**src/rtl/ccip_tx_flow_scheduler.sv**
```systemverilog
// Round-robin TX flow scheduler for CCI-P write-back: grants one flow at a time
// (full batch or timed-out partial flush) and holds it until the datapath signals completion.
module ccip_tx_flow_scheduler #(
   parameter int NIC_ID            = 0,
   parameter int LMAX_NUM_OF_FLOWS = 1,
   parameter int LOCC_WIDTH        = 4,
   parameter int TIMEOUT_WIDTH     = 16
) (
   input  logic                                            clk,
   input  logic                                            reset,
   input  logic                                            enable,
   input  logic [LMAX_NUM_OF_FLOWS-1:0]                    number_of_flows,
   input  logic [1:0]                                      l_batch_size,
   input  logic [TIMEOUT_WIDTH-1:0]                        flush_timeout,
   input  logic [(2**LMAX_NUM_OF_FLOWS)*LOCC_WIDTH-1:0]    flow_occupancy,
   input  logic                                            c1_alm_full,
   output logic                                            sched_valid,
   input  logic                                            sched_ready,
   output logic [LMAX_NUM_OF_FLOWS-1:0]                    sched_flow_id,
   output logic [2:0]                                      sched_batch_len,
   output logic                                            sched_is_flush,
   input  logic                                            tx_done,
   output logic                                            busy,
   output logic [31:0]                                     flush_count
);

   localparam int MAX_FLOWS = 2**LMAX_NUM_OF_FLOWS;

   typedef logic [LMAX_NUM_OF_FLOWS-1:0] fid_t;
   typedef enum logic [1:0] {SCAN, GRANT, WAIT_DONE} state_t;

   // NIC_ID only tags simulation messages; no hardware depends on it.
   if (NIC_ID < 0) begin : g_nic_id_unused
   end

   state_t                                     state_q, state_d;
   fid_t                                       ptr_q, ptr_d, flow_q, flow_d;
   logic                                       valid_q, valid_d, flush_q, flush_d;
   logic [2:0]                                 len_q, len_d;
   logic [31:0]                                fcnt_q, fcnt_d;
   logic [MAX_FLOWS-1:0][TIMEOUT_WIDTH-1:0]    age_q, age_d;
   logic [MAX_FLOWS-1:0][LOCC_WIDTH-1:0]       occ;
   logic [MAX_FLOWS-1:0]                       active, is_full, is_aged;
   logic [2:0]                                 bsize;
   logic                                       handshake;

   assign occ       = flow_occupancy;
   assign handshake = valid_q && sched_ready;

   function automatic fid_t wrap(input fid_t p);
      return (p >= number_of_flows) ? '0 : fid_t'(p + 1'b1);
   endfunction

   always_comb begin
      bsize = l_batch_size[1] ? 3'd4 : (l_batch_size[0] ? 3'd2 : 3'd1);
      for (int f = 0; f < MAX_FLOWS; f++) begin
         active[f]  = fid_t'(f) <= number_of_flows;
         is_full[f] = 32'(occ[f]) >= 32'(bsize);
         is_aged[f] = (flush_timeout != '0) && (age_q[f] >= flush_timeout) && (occ[f] != '0);
      end
   end

   // Ages only count while a flow sits on a partial batch; a grant of that flow restarts it.
   always_comb begin
      for (int f = 0; f < MAX_FLOWS; f++) begin
         age_d[f] = '0;
         if (active[f] && occ[f] != '0 && !is_full[f])
            age_d[f] = (age_q[f] == '1) ? age_q[f] : age_q[f] + 1'b1;
         if (handshake && flow_q == fid_t'(f))
            age_d[f] = '0;
      end
   end

   always_comb begin
      state_d = state_q;
      ptr_d   = ptr_q;
      valid_d = valid_q;
      flow_d  = flow_q;
      len_d   = len_q;
      flush_d = flush_q;
      fcnt_d  = fcnt_q;
      case (state_q)
         SCAN: begin
            if (ptr_q > number_of_flows) begin
               ptr_d = '0;
            end else if (enable && !c1_alm_full && active[ptr_q] &&
                         (is_full[ptr_q] || is_aged[ptr_q])) begin
               state_d = GRANT;
               valid_d = 1'b1;
               flow_d  = ptr_q;
               flush_d = !is_full[ptr_q];
               len_d   = is_full[ptr_q] ? bsize : 3'(occ[ptr_q]);
            end else if (!c1_alm_full) begin
               ptr_d = wrap(ptr_q);
            end
         end
         GRANT: begin
            if (sched_ready) begin
               state_d = WAIT_DONE;
               valid_d = 1'b0;
               ptr_d   = wrap(ptr_q);
               if (flush_q) fcnt_d = fcnt_q + 32'd1;
            end
         end
         WAIT_DONE: begin
            if (tx_done) state_d = SCAN;
         end
         default: state_d = SCAN;
      endcase
   end

   always_ff @(posedge clk) begin
      if (reset) begin
         state_q <= SCAN;
         ptr_q   <= '0;
         flow_q  <= '0;
         valid_q <= 1'b0;
         flush_q <= 1'b0;
         len_q   <= '0;
         fcnt_q  <= '0;
         age_q   <= '0;
      end else begin
         state_q <= state_d;
         ptr_q   <= ptr_d;
         flow_q  <= flow_d;
         valid_q <= valid_d;
         flush_q <= flush_d;
         len_q   <= len_d;
         fcnt_q  <= fcnt_d;
         age_q   <= age_d;
      end
   end

   assign sched_valid     = valid_q;
   assign sched_flow_id   = flow_q;
   assign sched_batch_len = len_q;
   assign sched_is_flush  = flush_q;
   assign busy            = (state_q != SCAN);
   assign flush_count     = fcnt_q;

endmodule

```
**config.mk**
```make
export PLATFORM = sky130hd
export DESIGN_NAME = ccip_tx_flow_scheduler
export DESIGN_NICKNAME = d
export VERILOG_FILES = /design/src/rtl/ccip_tx_flow_scheduler.sv
export SDC_FILE = /design/constraint.sdc
export NUM_CORES = 1
export LEC_CHECK = 0
export CELL_PAD_IN_SITES_DETAIL_PLACEMENT = 0
export CELL_PAD_IN_SITES_GLOBAL_PLACEMENT = 1
export CORE_ASPECT_RATIO = 1.4
export CORE_MARGIN = 2
export CORE_UTILIZATION = 35
export DETAILED_ROUTE_END_ITERATION = 8
export PLACE_DENSITY_LB_ADDON = 0.1
export SLEW_MARGIN = 20
export SYNTH_ARGS = -nofsm -noshare
export SYNTH_HDL_FRONTEND = slang
export SYNTH_SLANG_ARGS = --single-unit
```
**constraint.sdc**
```tcl
create_clock -name clk -period 3.9 [get_ports clk]
set_clock_uncertainty 0.1 [all_clocks]
set_input_delay 0.585 -clock clk [delete_from_list [all_inputs] [get_ports clk]]
set_output_delay 0.585 -clock clk [all_outputs]
set_load 0.01 [all_outputs]
```
# Word level (Yosys, flattened, before mapping)
# Index checks and enable logic that the tools add are counted.
[word_totals]
output_inout_bits = 39
regBits = 73
elab_cells = 94
[classes]
addsub = 4
eq_ne = 10
n_reduce_logical = 32
n_mux = 26
bitwise = 4
n_lt_le_gt_ge = 9
[op_table]
columns = ["operator", "count"]
rows = [
  ["adder 16 x 1 -> 16 bit (second input constant)", 2],
  ["adder 32 x 1 -> 32 bit (second input constant)", 1],
  ["== test 16 bit (second input constant)", 2],
  [">= comparator 16 bit", 2],
  ["nonzero test 16 bit", 1],
  ["logical AND 1 bit", 14],
  ["2-to-1 mux 1 bit", 14],
  ["2-to-1 mux 3 bit", 4],
  ["AND reduction 4 bit", 3],
  ["2-to-1 mux 2 bit", 5],
  [">= comparator 4 x 3 -> 1 bit", 2],
  ["!= test 2 bit (second input constant)", 4],
  ["nonzero test 4 bit", 2],
  ["!= test 3 bit (second input constant)", 2],
  ["one-hot mux 2 bit (3 select lines)", 1],
  ["AND reduction 3 bit", 2],
  ["OR reduction 3 bit", 2],
  ["zero test 1 bit", 4],
  ["NOT 1 bit", 4],
  ["one-hot mux 1 bit (2 select lines)", 2],
  ["nonzero test 2 bit", 2],
  ["== test 2 x 1 -> 1 bit (second input constant)", 1],
  ["== test 2 bit (second input constant)", 1],
  ["<= comparator 1 bit (first input constant)", 2],
  ["6 further kinds", 6],
]

# Longest topological paths before layout
# Gate-level depths: netlist (run 1).
[depth]
depth_word = 10
mapped_depth = 9

# Least setup slack after synthesis (run 1)
# No wires, ideal clock.
[synth_timing]
kind = "input to register"
startpoint = "input port l_batch_size[1]"
endpoint = "register ptr_q"
t_arrival_ps = 2686
setup_ps = 121
stages = 9
path_slack_ps = 993
t_required_ps = 3679
cell_sequence = "nor2_1 > ha_1 > nand2b_1 > a21o_1 > a211o_1 > o211ai_1 > o211ai_4 > a2111oi_2 > mux2_4"
[synth_via]
elab_chain_len = 8
word_cells_on_any_way = 9
[synth_rtl]
columns = ["element", "line", "source"]
rows = [
  ["from (decl)", "13", "input logic [1:0] l_batch_size,"],
  ["2-to-1 mux 3 bit (*)", "55", "bsize = l_batch_size[1] ? 3'd4 : (l_batch_size[0] ? 3'd2 : 3'd1);"],
  [">= comparator 4 x 3 -> 1 bit", "58", "is_full[f] = 32'(occ[f]) >= 32'(bsize);"],
  ["2-to-1 mux 1 bit (implied by the code) (*) (2 in series)", "87", "(is_full[ptr_q] || is_aged[ptr_q])) begin"],
  ["logical OR 1 bit (*)", "87", ""],
  ["logical AND 1 bit (*)", "86", "end else if (enable && !c1_alm_full && active[ptr_q] &&"],
  ["!= test 3 bit (no line) (*)", "-", ""],
  ["AND reduction 4 bit (no line) (*)", "-", ""],
  ["to (signal assigned)", "124", "ptr_q <= ptr_d;"],
  ["to (decl)", "37", "fid_t ptr_q, ptr_d, flow_q, flow_d;"],
]
# Mark *: on every way between the ends. The rest lies on a longest branch, timed or not. The select of a mux whose other input is x is not followed.
# A chain may end at the register's enable or synchronous reset.

# Worst setup path in the final report (run 1)
[layout_timing]
startpoint = "input port flush_timeout[13]"
endpoint = "register ptr_q"
[layout_via]
elab_chain_len = 9
word_cells_on_any_way = 13
[layout_rtl]
columns = ["element", "line", "source"]
rows = [
  ["from (decl)", "14", "input logic [TIMEOUT_WIDTH-1:0] flush_timeout,"],
  [">= comparator 16 bit / nonzero test 16 bit (equally long branches)", "59", "is_aged[f] = (flush_timeout != '0) && (age_q[f] >= flush_timeout) && (occ[f] != '0);"],
  ["logical AND 1 bit (2 in series)", "59", ""],
  ["2-to-1 mux 1 bit (implied by the code) (*) (2 in series)", "87", ""],
  ["logical OR 1 bit (*)", "87", ""],
  ["logical AND 1 bit (*)", "86", ""],
  ["!= test 3 bit (no line) (*)", "-", ""],
  ["AND reduction 4 bit (no line) (*)", "-", ""],
]
# Marks and branches as above.

==> metrics.txt, run 1 <==
total number of H-tree levels 3; Rel. slew slack 0.543; number of synthesized register bits 73; core area 11800 sq um; overall power 1.85 mW; status completed; met1 GRT Util 0.208; setup bufs post-CTS 0; dpl hpwl 8840 um; post-synthesis sequential area ratio 0.346; drt first pass iters 4; hold_buf cts 0; internal power ~1.4 mW; Syn Area/Cell about 8.4 sq um; Buffers on Ports 71; total CTS buffers 9; DRT Wirelength around 11000 um; layout cell share with drive strength beyond 1 0.0447; number of global-route vias before repair approximately 3700; Top FF cell, synth dfxtp_1; Final Hold Fails 0; synth warn 0; Synth area leader dfxtp_1; Resized Gates After CTS 0; Post-synth ARST share 0; Multi-input gate area about 2600 sq um; Highest Clock Rate a little over 300 MHz; Area Growth Syn to Fin 28.8%; Clock Root Buffer clkbuf_16; vias around 3700; antenna fix cells 0; GR Layer Usage met3 0.0547; met2 Use GR 0.305; global route total overflow 0; top area cells in the synthesized netlist dfxtp_1 35%, ha_1 12%, nor2_1 6.5%; Worst Tran Pin Value slightly below 700 ps; nets about 650; Critical Path RT 4020 ps; CTS tree built; final worst-path cycle share 0.828; PwrDens 340 nW/um^2; initial antenna violation count 0; register area 1460 sq um; Comb pwr share 0.079; Mapped Nets 578; post-synth top area share 0.346; worst skew pair latency 330 ps; die outline height about 130 um; vias per std cell roughly 5.1; Netlist cell types 47; RePlAce Congestion 0.818; first-pass GRT wire length ~19000 um; Row Count between 40 and 50; commonest cells in the netlist 73 x dfxtp_1, 73 x nor2_1, 41 x ha_1; antenna-violating nets left 0; DRC errors left 0; Sw Share 0.216; Setup TNS Final 0 ps; CP Class primary input to flip-flop; dpl cells around 710; Startpoint Class primary input; fin crit period ~3200 ps; Cell Area, Synth around 4200 sq um; RSZ-0062 raised after global routing no; routed len/inst 15.5 um; fillers 1192; Worst-path clk slew roughly 60 ps; final cell count without fillers 729; grt peak-use layer met2; DR iter-0 viols around 130; total I/O pin count 72; sequential group share of total power 0.412; Critical Path AT 3350 ps; Die ar. 13000 sq um; final setup violation count 0; Die X between 90 and 100 um; max cap viols 0; worst vdd ir around 0.21 mV; total leakage power 2.12 nW; sw power about 0.40 mW; Hold Crit Class flip-flop to flip-flop; initial core utilization 0.357; CP max FO 7; Syn Inst Count 504; Clock Power Share 0.509; GRT Total Usage 0.180; number of enable flip-flop cells after synthesis 0; Slew Viols, Final 0; CTS Sinks 73; pin count of the biggest net entering global routing 30; Crit. End Element flip-flop; Max clock buf depth 2
-- power by group through the flow --
stage / Sequential (mW) / Clock, mW / Combinational [mW]
floorplan: 0.774 / 0 / 0.0801
global placement: 0.777 / 0 / 0.144
detailed placement: 0.777 / 0 / 0.146
CTS: 0.761 / 0.967 / 0.147
global route: 0.762 / 1.00 / 0.163
finish: 0.761 / 0.940 / 0.145
-- state kept, by name, indices dropped and copies added (netlist names) --
| register | flops |
|---|---|
| age_q | 32 |
| flush_count | 32 |
| ptr_q | 1 |
| sched_batch_len | 3 |
| sched_flow_id | 1 |
| sched_is_flush | 1 |
| sched_valid | 1 |
| state_q | 2 |
-- worst paths after layout --
path	start	slack [ps]	endpoint	depth (start not counted)
max	flush_timeout[13]	670	ptr_q$_SDFFE_PP0P_	10
min	sched_batch_len[0]$_SDFFE_PP0P_	390	sched_batch_len[0]$_SDFFE_PP0P_	2
max reg2reg	age_q[29]$_SDFFE_PP0P_	990	ptr_q$_SDFFE_PP0P_	8
min reg2reg	sched_batch_len[0]$_SDFFE_PP0P_	390	sched_batch_len[0]$_SDFFE_PP0P_	2
-- cell type report --
type                       count  area share
tap                          147      0.0338
multi-input combinational    384       0.475
timing repair buffer          76       0.138
sequential                    73       0.269
clock inverter                 5      0.0191
clock buffer                  10      0.0421
inverter                      34      0.0235
-- critical path, stage by stage --
cell and delay, ps:
clkdlybuf4s50_1 480, inv_1 60, ha_1 300, a21o_1 180, a31oi_1 220, o211ai_1 120
a211oi_1 470, o211ai_4 200, a2111oi_2 380, mux2_4 330
-- placed cells by master (no fill, tap or decap), types with 9 or more instances in the layout --
master	instances
nor2_1	73
dfxtp_1	73
clkdlybuf4s50_1	71
ha_1	41
nand2_1	36
inv_1	34
xor2_1	30
nand3_1	28
a21oi_1	25
xnor2_1	17
nand4_1	16
o21ai_0	16
and3_1	11
mux2i_1	11
nor4_1	9
clkbuf_16	9
-- layer usage --
layer / up-vias / share of wire / wire length, um
li1: 1921 / - / -
met1: 1737 / 0.42 / 4710
met2: 71 / 0.50 / 5620
met3: 19 / 0.049 / 557
met4: 0 / 0.036 / 408
met5: - / 0 / 0
-- logic make-up after synthesis --
logic type	Yosys count	share of synthesized area
flip-flops	73	0.346
AO/OA/AOI/OAI	68	0.104
buffers and inverters	47	0.0421
multiplexers	13	0.0323
adder cells (fa/ha/maj)	41	0.121
XOR/XNOR	47	0.0975
AND/OR/NAND/NOR	215	0.256
-- per-stage QoR --
step	utilization	worst slack [ps]	hold slack (ps)	instance area (sq um)
detailed placement	0.432	347	395	5100
CTS	0.460	691	408	5440
floorplan	-	993	365	4220
global placement	0.432	402	392	5100
global route	0.460	515	435	5440
finish	0.460	670	395	5440
No activity file was read; power rests on OpenSTA's default activity.
==> run 2: changes to the inputs <==
==> constraint.sdc (replaced) <==
create_clock -name clk -period 3.3 [get_ports clk]
set_clock_uncertainty 0.1 [all_clocks]
set_input_delay 0.495 -clock clk [delete_from_list [all_inputs] [get_ports clk]]
set_output_delay 0.495 -clock clk [all_outputs]
set_load 0.01 [all_outputs]
==> metrics.txt, run 2 (same netlist as run 1, synthesis figures left out) <==
global route total overflow 0 (unchanged); overall power 1.92 mW (+4.1%); Critical Path AT 3080 ps (-270 ps); final worst-path cycle share 0.898; max cap viols 0 (unchanged); Worst R2R Start age_q[29]$_SDFFE_PP0P_; pin count of the biggest net entering global routing 41 (+37%); Die X 96.8 um (unchanged); hold_buf cts 0 (unchanged); CP max FO 2 (-5); Crit. End Element flip-flop; number of global-route vias before repair 3818 (+2.0%); Row Count 47 (unchanged); final setup margin 337 ps (-333 ps); DRT Wirelength 11100 um (-1.6%); die outline height 134 um (unchanged); total I/O pin count 72 (unchanged); Final Hold Fails 0 (unchanged); status completed; Critical Path RT 3410 ps (-610 ps); antenna fix cells 0 (unchanged); Worst Tran Pin Value 502 ps (-177 ps); core area 11800 sq um (unchanged); GRT Total Usage 0.176 (-0.00476); Slew Viols, Final 0 (unchanged); Rel. slew slack 0.662 (+0.119); Setup crit start flush_timeout[13]; Hold Crit Class flip-flop to flip-flop; Startpoint Class primary input; PwrDens 355 nW/um^2 (+4.7%); DR iter-0 viols 112 (-16%); worst skew pair latency 320 ps (about the same); DRC errors left 0 (unchanged); Routed met3 length 569 um (+2.2%); vias per std cell 5.15 (about the same); Max clock buf depth 2 (unchanged); routed len/inst 15.2 um (-2.2%); vias 3777 (+0.77%); Clock Root Buffer clkbuf_16; dpl cells 721 (+0.98%); RSZ-0062 raised after global routing no; RePlAce Congestion 0.920 (+12%); reg-to-reg slack, setup 630 ps (-360 ps); final setup violation count 0 (unchanged); layout cell share with drive strength beyond 1 0.0545 (+0.00984); setup bufs post-CTS 0 (unchanged); total CTS buffers 9 (unchanged); Die ar. 13000 sq um (unchanged); reg2reg end ptr_q$_SDFFE_PP0P_; hold path depth 2 (unchanged); Highest Clock Rate ~340 MHz; initial antenna violation count 0 (unchanged); WHS Endpoint sched_batch_len[1]$_SDFFE_PP0P_; CTS tree built; antenna-violating nets left 0 (unchanged); fin crit period 2960 ps; Buffers on Ports 71 (unchanged); most frequent cells in the layout 73 x nor2_1, 73 x dfxtp_1, 71 x clkdlybuf4s50_1; drt first pass iters 5 (+1); Area Growth Syn to Fin 28.0%; CP Class primary input to flip-flop; total number of H-tree levels 3 (unchanged); first-pass GRT wire length 18700 um (-0.95%); CTS Sinks 73 (unchanged); worst vdd ir 0.188 mV (-12%); initial core utilization 0.357 (unchanged); nets 659 (+1.1%); Worst-path clk slew 50 ps (about the same); total leakage power 2.12 nW (-0.12%); Place WS -12.9 ps (-360 ps); Routed met2 length 5580 um (-0.69%); dpl hpwl 8790 um (-0.58%); top layer in use met4; Resized Gates After CTS 0 (unchanged); final cell count without fillers 734 (+0.69%); WL met1 4560 um (-3.2%); Hold Crit Start sched_batch_len[1]$_SDFFE_PP0P_; R2R depth 9 (+1)
-- run 2: changes by cell type in the layout (fill, tap and decap cells not counted), sizes merged --
cell	before	now
inv	35	34
bufinv	3	0
clkinv	1	4
buf	5	12
clkbuf	10	9
-- run 2: cell type report --
cell class	count	area (sq um)
Inverter	34	128
Fill cell	1196	6410
Sequential cell	73	1460
Tap cell	147	184
Timing Repair Buffer	83	801
Clock inverter	4	23.8
Multi-Input combinational cell	384	2580
Clock buffer	9	225
-- run 2: critical path, stage by stage --
cell             delay [ps]
clkdlybuf4s50_1         500
inv_1                    80
ha_1                    300
a21o_1                  180
a31oi_1                 230
o211ai_1                120
a211oi_1                250
buf_4                   170
o211ai_4                 80
a2111oi_2               340
mux2_4                  330
-- run 2: per-layer routing --
metal,global-route usage,vias up
li1,-,1929
met1,0.192,1743
met2,0.316,86
met3,0.0459,19
met4,0.0806,0
met5,0,-
-- run 2: worst max-delay path by stage --
stage / end / slack [ps]
2_1_floorplan: ptr_q$_SDFFE_PP0P_ / 480
3_3_place_gp: ptr_q$_SDFFE_PP0P_ / 50
3_5_place_dp: ptr_q$_SDFFE_PP0P_ / -10
4_1_cts: ptr_q$_SDFFE_PP0P_ / 320
5_1_grt: ptr_q$_SDFFE_PP0P_ / 120
6_report: ptr_q$_SDFFE_PP0P_ / 340
-- run 2: power by group --
group          total, mW  internal (mW)  leakage, nW  switching [mW]
Combinational      0.177         0.0917         1.40          0.0855
Sequential         0.899          0.889        0.589          0.0101
Clock              0.846          0.493        0.127           0.353
-- run 2: per-stage QoR --
stage	setup TNS [ps]	cell area (sq um)	hold slack, ps	util
final	0	5410	397	0.457
after global routing	0	5410	440	0.457
after CTS	0	5410	405	0.457
after detailed placement	-12.9	5160	392	0.436
after global placement	0	5160	387	0.436
after floorplan	0	4220	365	-
==> patch 1 (settings of run 2) <==
Make the reset (`reset`) asynchronous in one clocked block.
--- a/src/rtl/ccip_tx_flow_scheduler.sv
+++ b/src/rtl/ccip_tx_flow_scheduler.sv
@@ -109,7 +109,7 @@
       endcase
    end
 
-   always_ff @(posedge clk) begin
+   always_ff @(posedge clk or posedge reset) begin
       if (reset) begin
          state_q <= SCAN;
          ptr_q   <= '0;
Behaviour: differs if reset is asserted again (counterexample within 4 cycles, from zero or initial values and one cycle with reset high); with reset held inactive, the same outputs for 10 cycles.
==> patch 1 against run 2 <==
Wire length down 3.6%. Maximum frequency up 6.0%. Area after synthesis up 4.6%. Setup slack better by 0.17 ns. Count of clock-buffer cells in the layout up 1. Combinational power is 88% higher. Synthesized cell count fell by 8.7%. Design area grew 4.3%. Worst hold slack worse by 0.029 ns. Largest power group is now clock. Sequential cell count unchanged. Highest routed layer unchanged. Register-to-register slack better by 0.13 ns. Power increased by 24%.
==> patch 1: results <==
[synthesis]
muxShareOfSynthArea_pct = 2.66
yosysSeqAreaShare_pct = 41.4
synthesis.nets = 534
synthTopCellsByArea = "dfrtp_1 41%, ha_1 12%, xnor2_1 6.5%, nor2_1 4.2%, xor2_1 3.8%"
synth-adder-area-share_pct = 11.6
netlist-cell-type-count = 52
postSynthCellCount = 460
synth_xor_area_share_pct = 10.3
synth_compound_area_share_pct = 7.17
ys_top_cells_by_count = "73 x dfrtp_1, 50 x nor2_1, 41 x ha_1"
synth-async-reset-ratio_pct = 100

[drt]
first_iter_violations = 132
first_pass_iters = 4
met1_length_um = 4620
met2WireLength_um = 5540
met3WireLength_um = 380
wirelength_um = 10700
wire_per_inst_um = 15.4
dr_total_vias = 3615
highest_layer = "met4"

[critical_path]
r2r_cells = 7
cp_data_arrival_time_ns = 2.91
crit_fanout = 5
regToRegEndpoint = "sched_flow_id$_DFFE_PP0P_"
reg2reg_slack_ns = 0.76
r2r_start = "state_q[0]$_DFFE_PP0P_"
startpoint = "flush_timeout[14]"

[worst_hold_path]
hold-path-cell-count = 1
hold_path.class = "reg -> reg"
holdPathEnd = "flush_count[31]$_DFFE_PP0P_"
min_from = "flush_count[31]$_DFFE_PP0P_"

[grt]
grt_pass1_wl_um = 17700
grt_use_total_pct = 16.5
grt_start_max_net_pins = 29
use_met1_pct = 19.9
grt_util_met2_pct = 28.8
grtUsageMet3_pct = 3.42

[pwr]
swShare_pct = 25.1
vdd_drop_max_mv = 0.234
p_leak_uw = 0.00253

[timing]
period_needed_ns = 2.79
relSlewSlack_pct = 54.9
holdWs_ns = 0.368
setup_viol = 0

[placed_design]
dpl.hpwl_um = 8210
place_area_sq_um = 5320
dp_cells = 679
dpl_worst_slack_ns = 0.126
place_congestion = 0.789

[status]
run_status = "finished, final reports clean"

[finish]
fin_nets = 614
drive_above_1_share_pct = 7.71

[clocking]
clk-insertion-delay-late_ns = 0.33

[floorplan]
dieWidth_um = 98.9
-- patch 1: cell types whose count changed after synthesis, sizes merged, moves of 7 or more --
cell	change
dfrtp	+73
dfxtp	-73
nor2	-21
xnor2	+16
a21oi	-11
xor2	-11
inv	-9
clkbuf	-7
-- patch 1: cell type report --
type	instances	area, sq um
sequential	73	1830
fill	1201	6670
clock buffer	10	229
clock inverter	6	91.3
tap	150	188
multi-input combinational	353	2450
inverter	25	93.8
timing repair buffer	78	763
-- patch 1: power groups by stage --
stage	combinational (uW)	clock (uW)	sequential, uW
2_1_floorplan	158	0	1010
4_1_cts	338	1090	994
6_report	332	1060	991
5_1_grt	368	1130	1000
3_5_place_dp	337	0	1010
3_3_place_gp	333	0	1010
-- patch 1: critical path, stage by stage --
cell	delay, ns
clkdlybuf4s50_1	0.53
inv_1	0.08
ha_1	0.29
o21ai_0	0.21
a21oi_1	0.07
a2111oi_0	0.37
o211ai_1	0.17
a21oi_2	0.33
nor2_4	0.08
mux2_2	0.28
==> patch 2 (settings of run 2) <==
Made on the original files. Set the parameter `LMAX_NUM_OF_FLOWS` to 2 (it was 1).
--- a/src/rtl/ccip_tx_flow_scheduler.sv
+++ b/src/rtl/ccip_tx_flow_scheduler.sv
@@ -2,7 +2,7 @@
 // (full batch or timed-out partial flush) and holds it until the datapath signals completion.
 module ccip_tx_flow_scheduler #(
    parameter int NIC_ID            = 0,
-   parameter int LMAX_NUM_OF_FLOWS = 1,
+   parameter int LMAX_NUM_OF_FLOWS = 2,
    parameter int LOCC_WIDTH        = 4,
    parameter int TIMEOUT_WIDTH     = 16
 ) (
Ports: changed (resized flow_occupancy, number_of_flows and sched_flow_id); port bits go from 72 to 82. The function was not compared with the original's and may differ.
==> patch 2 against run 2 <==
Design area increased by 56%. Setup slack got worse by 0.18 ns. Wire length increased by 70%. Area after synthesis increased by 58%. Sequential cell count increased by 34. Critical path depth unchanged. Global-route usage increased by 2.0 points. Combinational power increased by 130%. Maximum frequency decreased by 5.9%. Clock power increased by 41%. Power increased by 53%. Largest cell class unchanged.
==> patch 2: results <==
[clocking]
clk-insertion-delay-late_ns = 0.36
path_clk_slew_ns = 0.07
cts-root-buf = "clkbuf_16"

[status]
run_status = "finished, final reports clean"

[placed_design]
dpl.hpwl_um = 15200
portBuffers = 81
place_congestion = 0.807
place_area_sq_um = 8080

[synthesis]
netlist-cell-type-count = 57
synthTopCellsByArea = "dfxtp_1 32%, ha_1 16%, xor2_1 7.2%, nor2_1 6.3%, nand3_1 3.3%"
synth-async-reset-ratio_pct = 0
synth_xor_area_share_pct = 9.08
ys_top_cells_by_count = "111 x nor2_1, 107 x dfxtp_1, 83 x ha_1"
synth_compound_area_share_pct = 12.8
synth-adder-area-share_pct = 15.6
synthesis.nets = 902
yosysSeqAreaShare_pct = 32.2
muxShareOfSynthArea_pct = 2.75

[critical_path]
cp_data_arrival_time_ns = 3.30
r2r_start = "age_q[47]$_SDFFE_PP0P_"
startpoint = "flush_timeout[9]"
crit_fanout = 3

[grt]
grt_pass1_vias = 6020
grt_pass1_wl_um = 31100
grt_start_max_net_pins = 43
grt_use_total_pct = 19.5

[drt]
dr_total_vias = 6079
wirelength_um = 18900
first_iter_violations = 342

[worst_hold_path]
min_from = "reset"

[timing]
tightestPinTransition_ns = 0.627

[pwr]
vdd_drop_max_mv = 0.195
internal-power_uw = 2190
p_leak_uw = 0.00347

[finish]
fin_nets = 1027
drive_above_1_share_pct = 9.60
## patch 2: changes by cell type after synthesis, sizes merged, moves of 13 or more
cell	change
nor2	+38
nand3	+16
xor2	+25
ha	+42
dfxtp	+34
a21oi	+18
nand4	+13
## patch 2: cells by family (layout without fill, tap and decap cells)
family / after synthesis / after routing
XOR/XNOR: 69 / 69
AND/OR/NAND/NOR: 313 / 313
multiplexers: 13 / 13
AO/OA/AOI/OAI: 129 / 129
flip-flops: 107 / 107
adder cells (fa/ha/maj): 83 / 83
buffers and inverters: 63 / 192
## patch 2: stage by stage
stage / setup slack, ns / instances / setup TNS, ns
5_1_grt: 0.0166 / 1150 / 0
3_3_place_gp: -0.266 / 1135 / -1.81
3_5_place_dp: -0.304 / 1135 / -2.41
2_1_floorplan: 0.151 / 777 / 0
6_report: 0.153 / 1150 / 0
4_1_cts: 0.0655 / 1150 / 0
## patch 2: layout make-up
class	count	area (sq um)
Tap cell	244	305
Clock buffer	9	225
Inverter	41	154
Timing Repair Buffer	136	1220
Sequential cell	107	2140
Multi-Input combinational cell	607	4280
Fill cell	1827	10200
Clock inverter	6	95.1
## patch 2: layer usage
metal / wire, um / track usage, % / up-vias / part of all wire [%]
met5: 0 / 0 / - / 0
met2: 9410 / 34.5 / 142 / 50
met3: 845 / 3.47 / 35 / 4.5
met4: 569 / 7.84 / 0 / 3.0
met1: 8080 / 23.1 / 2834 / 43
li1: - / - / 3068 / -
## patch 2: power groups by stage
| stage | logic (uW) | clock network (uW) | registers, uW |
|---|---|---|---|
| floorplan | 224 | 0 | 1350 |
| global placement | 403 | 0 | 1370 |
| detailed placement | 411 | 0 | 1370 |
| CTS | 414 | 1230 | 1340 |
| global route | 458 | 1290 | 1340 |
| finish | 414 | 1190 | 1330 |
## patch 2: worst paths after layout
kind / endpoint / slack, ns
min reg2reg: flush_count[31]$_SDFFE_PP0P_ / 0.41
max: ptr_q[0]$_SDFFE_PP0P_ / 0.15
min: ptr_q[1]$_SDFFE_PP0P_ / 0.32
max reg2reg: ptr_q[0]$_SDFFE_PP0P_ / 0.51
## patch 2: what timing repair did
item / in CTS / in global routing
endpoints found under the hold margin: 0 / 0
gates resized for setup: 0 / 4
setup endpoints to repair: 0 / 6
## patch 2: worst max-delay path: stages
cell and delay [ns]:
clkdlybuf4s50_1 0.50, inv_1 0.11, ha_1 0.33, a21o_1 0.18, a21o_1 0.17, a2111oi_0 0.39, a31oi_1 0.15, a41o_1 0.27
a21o_1 0.20, a21o_1 0.18, mux2_1 0.31
